==> config.mk <==
export PLATFORM = sky130hd
export DESIGN_NAME = vector_stream_splitter
export DESIGN_NICKNAME = d
export VERILOG_FILES = /design/src/rtl/vector_stream_splitter.sv
export SDC_FILE = /design/constraint.sdc
export NUM_CORES = 1
export LEC_CHECK = 0
export ABC_AREA = 0
export ABC_CLOCK_PERIOD_IN_PS = 1530
export BUFFER_PORTS_ARGS = -buffer_cell sky130_fd_sc_hd__buf_2
export CAP_MARGIN = 20
export CORE_MARGIN = 3
export CORE_UTILIZATION = 43
export DETAILED_ROUTE_END_ITERATION = 6
export GPL_TIMING_DRIVEN = 0
export PLACE_DENSITY = 0.71
export SLEW_MARGIN = 20
export SYNTH_ARGS = -nofsm -noshare
export SYNTH_HDL_FRONTEND = slang
export SYNTH_SLANG_ARGS = --single-unit
==> constraint.sdc <==
create_clock -name clk -period 1.53 [get_ports clk]
set_clock_uncertainty 0.1 [all_clocks]
set_input_delay 0.0765 -clock clk [delete_from_list [all_inputs] [get_ports clk]]
set_output_delay 0.0765 -clock clk [all_outputs]
set_load 0.03 [all_outputs]
==> src/rtl/vector_stream_splitter.sv <==
// Streams one IN_W-bit word out as IN_W/SLICE_W slices, one per out handshake, MSB- or LSB-slice first.
// Optional VSPLIT_PARITY_EN adds out_par, the even parity of the current slice.
module vector_stream_splitter #(
  parameter int IN_W      = 8,
  parameter int SLICE_W   = 2,
  parameter int MSB_FIRST = 1,
  localparam int NSLICE   = IN_W / SLICE_W,
  localparam int IDX_W    = (NSLICE > 1) ? $clog2(NSLICE) : 1
) (
  input  logic               clk,
  input  logic               rst,
  input  logic               in_valid,
  output logic               in_ready,
  input  logic [IN_W-1:0]    in_data,
  output logic               out_valid,
  input  logic               out_ready,
  output logic [SLICE_W-1:0] out_data,
  output logic [IDX_W-1:0]   out_idx,
  output logic               out_last
`ifdef VSPLIT_PARITY_EN
  ,
  output logic               out_par
`endif
);

  localparam logic [IDX_W-1:0] LAST_IDX = IDX_W'(NSLICE - 1);

  generate
    if (SLICE_W < 1 || SLICE_W > IN_W || (IN_W % SLICE_W) != 0) begin : g_bad_params
      $error("vector_stream_splitter: IN_W must be a non-zero multiple of SLICE_W");
    end
  endgenerate

  typedef enum logic {IDLE, SEND} state_t;

  state_t             state_reg;
  logic [IN_W-1:0]    word_reg;
  logic [SLICE_W-1:0] in_slice   [NSLICE];
  logic [SLICE_W-1:0] word_slice [NSLICE];
  logic [IDX_W-1:0]   idx_next;
  logic               take;

  // Slices are numbered in emission order, so index 0 is always the first one sent.
  generate
    for (genvar gi = 0; gi < NSLICE; gi++) begin : g_slice
      if (MSB_FIRST != 0) begin : g_msb
        assign in_slice[gi]   = in_data[IN_W-1-gi*SLICE_W -: SLICE_W];
        assign word_slice[gi] = word_reg[IN_W-1-gi*SLICE_W -: SLICE_W];
      end else begin : g_lsb
        assign in_slice[gi]   = in_data[gi*SLICE_W +: SLICE_W];
        assign word_slice[gi] = word_reg[gi*SLICE_W +: SLICE_W];
      end
    end
  endgenerate

  // Accepting on the final-slice handshake keeps the output busy every cycle.
  assign in_ready = (state_reg == IDLE) || (out_last && out_ready);
  assign take     = in_valid && in_ready;
  assign idx_next = out_idx + 1'b1;

  always_ff @(posedge clk) begin
    if (rst) begin
      state_reg <= IDLE;
      word_reg  <= '0;
      out_valid <= 1'b0;
      out_data  <= '0;
      out_idx   <= '0;
      out_last  <= 1'b0;
`ifdef VSPLIT_PARITY_EN
      out_par   <= 1'b0;
`endif
    end else if (take) begin
      state_reg <= SEND;
      word_reg  <= in_data;
      out_valid <= 1'b1;
      out_data  <= in_slice[0];
      out_idx   <= '0;
      out_last  <= (LAST_IDX == '0);
`ifdef VSPLIT_PARITY_EN
      out_par   <= ^in_slice[0];
`endif
    end else if (state_reg == SEND && out_ready) begin
      if (!out_last) begin
        out_idx   <= idx_next;
        out_data  <= word_slice[idx_next];
        out_last  <= (idx_next == LAST_IDX);
`ifdef VSPLIT_PARITY_EN
        out_par   <= ^word_slice[idx_next];
`endif
      end else begin
        state_reg <= IDLE;
        out_valid <= 1'b0;
        out_idx   <= '0;
        out_last  <= 1'b0;
      end
    end
  end

endmodule

[Yosys cells after proc, flatten, opt, wreduce, memory -nomap -nowiden]
Cells that the tools add are included.
Storage, ports and cells
  register bits: 14
  output and inout bits: 7
  word-level logic and storage cells: 31
Operators by class
  $add $sub $neg: 1
  magnitude comparators: 1
  equality and inequality tests: 2
  multiplexer cells: 11
  bitwise operators: 2
  reductions and logical operators: 9
Operators by type and width (number)
  $mux W2: 6
  $bmux W2 S2: 1
  $mux W1: 4
  $reduce_and A2 Y1: 2
  $reduce_bool A2 Y1: 2
  $ge A3 B3 Y1 const B: 1
  $logic_and A1 B1 Y1: 3
  $not A2 Y3: 1
  $add A2 B1 Y2 const B: 1
  $eq A2 B2 Y1 const B: 1
  $ne A2 B1 Y1 const B: 1
  $reduce_or A2 Y1: 1
  $logic_or A1 B1 Y1: 1
  $not A1 Y1: 1

[Longest topological paths before layout]
  depth in word-level cells: 8
  gate-level depth with buffers: 5
  mapped depth without buffers: 5

[Worst setup path before layout]
Ideal clock, no wire load.
  path kind: reg-to-reg
  start point: reg out_idx[0]
  end point: reg out_data[1]
  arrival: 1.428 ns
  required time: 1.297 ns
  path slack: -0.131 ns
  stages on the path, launching flop included: 6
  buffers on the path: 0
  clock period less this slack: 1.661 ns
  path through: dfxtp_1 -> inv_1 -> ha_1 -> mux4_2 -> nand2_1 -> a311oi_2
Between the ends
  word-level cells in the longest chain between the ends: 8
RTL lines
  from (decl): RTL line 18  | output logic [IDX_W-1:0] out_idx,
  from (signal assigned): RTL line 84  | out_idx <= idx_next;
  $add A2 B1 Y2: RTL line 59  | assign idx_next = out_idx + 1'b1;
  $not A2 Y3 (implied by the code): RTL line 85  | out_data <= word_slice[idx_next];
  $bmux W2 S2: RTL line 85
  $mux W2 (implied by the code) (2 in a row): RTL line 85
  $mux W2: RTL line 83  | if (!out_last) begin
  $mux W2: RTL line 82  | end else if (state_reg == SEND && out_ready) begin
  $mux W2: RTL line 72  | end else if (take) begin
  to (signal assigned): RTL line 76  | out_data <= in_slice[0];
  to (signal assigned): RTL line 85
  to (decl): RTL line 17  | output logic [SLICE_W-1:0] out_data,
Every way passes these cells. The select of a mux whose other input is x is not followed.
A chain may end at the register's enable or synchronous reset.

[Final worst setup path]
  start point: reg out_last
  end point: out in_ready
Between the ends
  word-level cells in the longest chain between the ends: 2
RTL lines
  from (decl): RTL line 19  | output logic out_last
  from (signal assigned): RTL line 78  | out_last <= (LAST_IDX == '0);
  from (signal assigned): RTL line 86  | out_last <= (idx_next == LAST_IDX);
  $logic_and A1 B1 Y1: RTL line 57  | assign in_ready = (state_reg == IDLE) || (out_last && out_ready);
  $logic_or A1 B1 Y1: RTL line 57
  to (decl): RTL line 13  | output logic in_ready,
Every way passes these cells.

==> flow_metrics.env <==
export IMPL_route_detailed_drc=0
export IMPL_clkSlewWorstSetupHoldPaths_ps=90
export IMPL_avgViaCountPerCell=5.51
export IMPL_vias=650
export IMPL_initial_core_util_pct=47.3
export IMPL_status="complete, no violations"
export IMPL_setup_ws_ps=65.7
export IMPL_grt_pass1_vias=623
export IMPL_grt_usage_pct=18.3
export IMPL_r2r_start="out_idx[0]"
export IMPL_antenna_found_initial=0
export IMPL_rows=13
export IMPL_syn_area_sq_um=638
export IMPL_synth_nets=84
export IMPL_numCtsBuffers=3
export IMPL_firstDrtPassIters=4
export IMPL_ys_top_cells_by_area="dfxtp_1 44%, a21oi_1 7.8%, o21ai_0 7.1%, nand3_1 6.3%, mux4_1 4.1%"
export IMPL_synth_flop_cell="dfxtp_1"
export IMPL_die_h_um=44.5
export IMPL_hold_viol_final=0
export IMPL_max_cap_viol_count=0
export IMPL_syn_inst=71
export IMPL_synthArstFlopShare_pct=0
export IMPL_die_area_sq_um=1980
export IMPL_finalNetCount=117
export IMPL_p_per_area_nw_per_um2=900
export IMPL_min_period_ps=1460
export IMPL_gp_congestion=0.709
export IMPL_clockBufferDepth=2
export IMPL_wl_mm=1.66
export IMPL_min_from="in_valid"
export IMPL_syn_area_per_cell_sq_um=8.99
export IMPL_boundaryPins=19
export IMPL_dieWidth_um=44.5
export IMPL_grt_max_degree=11
export IMPL_drtIter0Drc=20
export IMPL_slew_headroom_pct=70.0
export IMPL_peakVddDrop_v=0.000605
export IMPL_max_freq_mhz=683
export IMPL_drive_above_1_share_pct=33.0
export IMPL_synth_edf_count=0
export IMPL_diodes=0
export IMPL_ys_seq_elements=14
export IMPL_crit_path_start="out_last"
export IMPL_clk_latency_ps=280
export IMPL_worstMarginPinSlew_ps=450
export IMPL_worst_setup_path_type="reg -> out"
export IMPL_ys_types=21
export IMPL_leakage_nw=0.399
export IMPL_slew_violations=0
export IMPL_cts_tree="built"
export IMPL_place_ws_ps=42.4
export IMPL_timing_setup_tns_ps=0
export IMPL_crit_path_start_kind="register"
export IMPL_yosys_area_top_type="dfxtp_1"
export IMPL_setup_viol_count_final=0
export IMPL_cts_root_buf="clkbuf_4"
export IMPL_synth_top_area_share_pct=43.9
export IMPL_h_tree_depth=1
export IMPL_wl_per_cell_um=14.1
export IMPL_cts_sinks=14
export IMPL_fin_crit_sh_pct=95.7
export IMPL_io_buffers=17
export IMPL_rsz0062_at_grt="no"
export IMPL_yosys_warnings=0
export IMPL_cp_max_fo=10
export IMPL_required_ps=1350
export IMPL_overflow=0
export IMPL_core_sq_um=1350
export IMPL_critPathArrivalTime_ps=1290
export IMPL_grt_pass1_wl_mm=2.67
export IMPL_hold_class="in -> reg"
export IMPL_end_kind="output port"
export IMPL_antenna_left=0
export IMPL_largest_reg_flops=8
export IMPL_hold_slack_ps=41.9
export IMPL_synth_seq_area_share_pct=43.9
export IMPL_areaGrowthSynthToFinish_pct=41.2
export IMPL_place_hpwl_mm=1.00
==> logic make-up after synthesis <==
logic type                 after synthesis  share of synthesized area (%)
AOI/OAI and AO/OA                       23                           20.8
and+or+nand+nor                         21                           16.7
buffers and inverters                    8                           5.88
DFF                                     14                           43.9
adders and majority gates                1                           1.96
muxes                                    4                           10.8
==> layout make-up <==
class / count / area (sq um)
fillers: 110 / 449
multi-input cells: 49 / 332
clock buffers: 4 / 36.3
well taps: 15 / 18.8
flip-flops and latches: 14 / 287
plain buffers: 5 / 26.3
inverters: 3 / 11.3
repair buffers: 28 / 190
==> per-stage QoR <==
stage	utilization, %	std cells	instance area, sq um	total power [mW]
4_1_cts	64.8	116	875	0.802
6_report	66.7	118	901	0.810
2_1_floorplan	-	71	639	0.482
5_1_grt	66.7	118	901	0.839
3_5_place_dp	55.1	103	743	0.521
3_3_place_gp	55.1	103	743	0.519
==> cells in the final DEF (no fill, tap or decap), types with 2 or more instances in the layout <==
master	instances
nand2_1	4
nor3_1	4
nor2_1	3
o21ai_0	9
dlygate4sd3_1	9
nand3_1	8
clkbuf_4	3
a21oi_1	10
inv_1	3
buf_2	20
dfxtp_2	2
mux2i_1	2
buf_4	3
dfxtp_1	11
==> cell usage after synthesis (2+ instances only) <==
cell	count
inv_1	3
mux2i_1	2
dfxtp_1	14
nor3_1	4
nand3_1	8
nand2_1	4
a21oi_1	10
nor2_1	3
o21ai_0	9
buf_2	3
==> metal layers <==
| layer | wire (um) | global-route usage [%] |
|---|---|---|
| met5 | 0 | 0 |
| met4 | 41 | 11.4 |
| met3 | 76 | 4.07 |
| met2 | 818 | 30.4 |
| met1 | 725 | 20.9 |
==> final timing paths <==
kind	cells past startpoint	slack, ps	to
worst min register to register	2	380	word_reg[1]
worst max-delay path	4	70	in_ready
worst min-delay path	3	40	word_reg[3]
worst max register to register	5	100	out_data[1]
==> repair_timing <==
item | 4_1_cts | 5_1_grt
setup buffers | 0 | 2
endpoints found under the setup margin | 1 | 3
gates cloned | 0 | 0
pin swaps | 0 | 0
hold buffers | 9 | 0
endpoints found under the hold margin | 12 | 0
gates resized for setup | 2 | 3
==> power by group <==
part | internal, mW | switching [mW]
clock network | 0.145 | 0.126
logic | 0.0674 | 0.0791
registers | 0.383 | 0.0104
==> critical path, stage by stage, from the launching register on <==
cell and delay, ps:
dfxtp_2 440, a21boi_4 80, inv_1 90, buf_4 170
buf_2 220
Note: power is estimated with default switching activity, not from simulation.
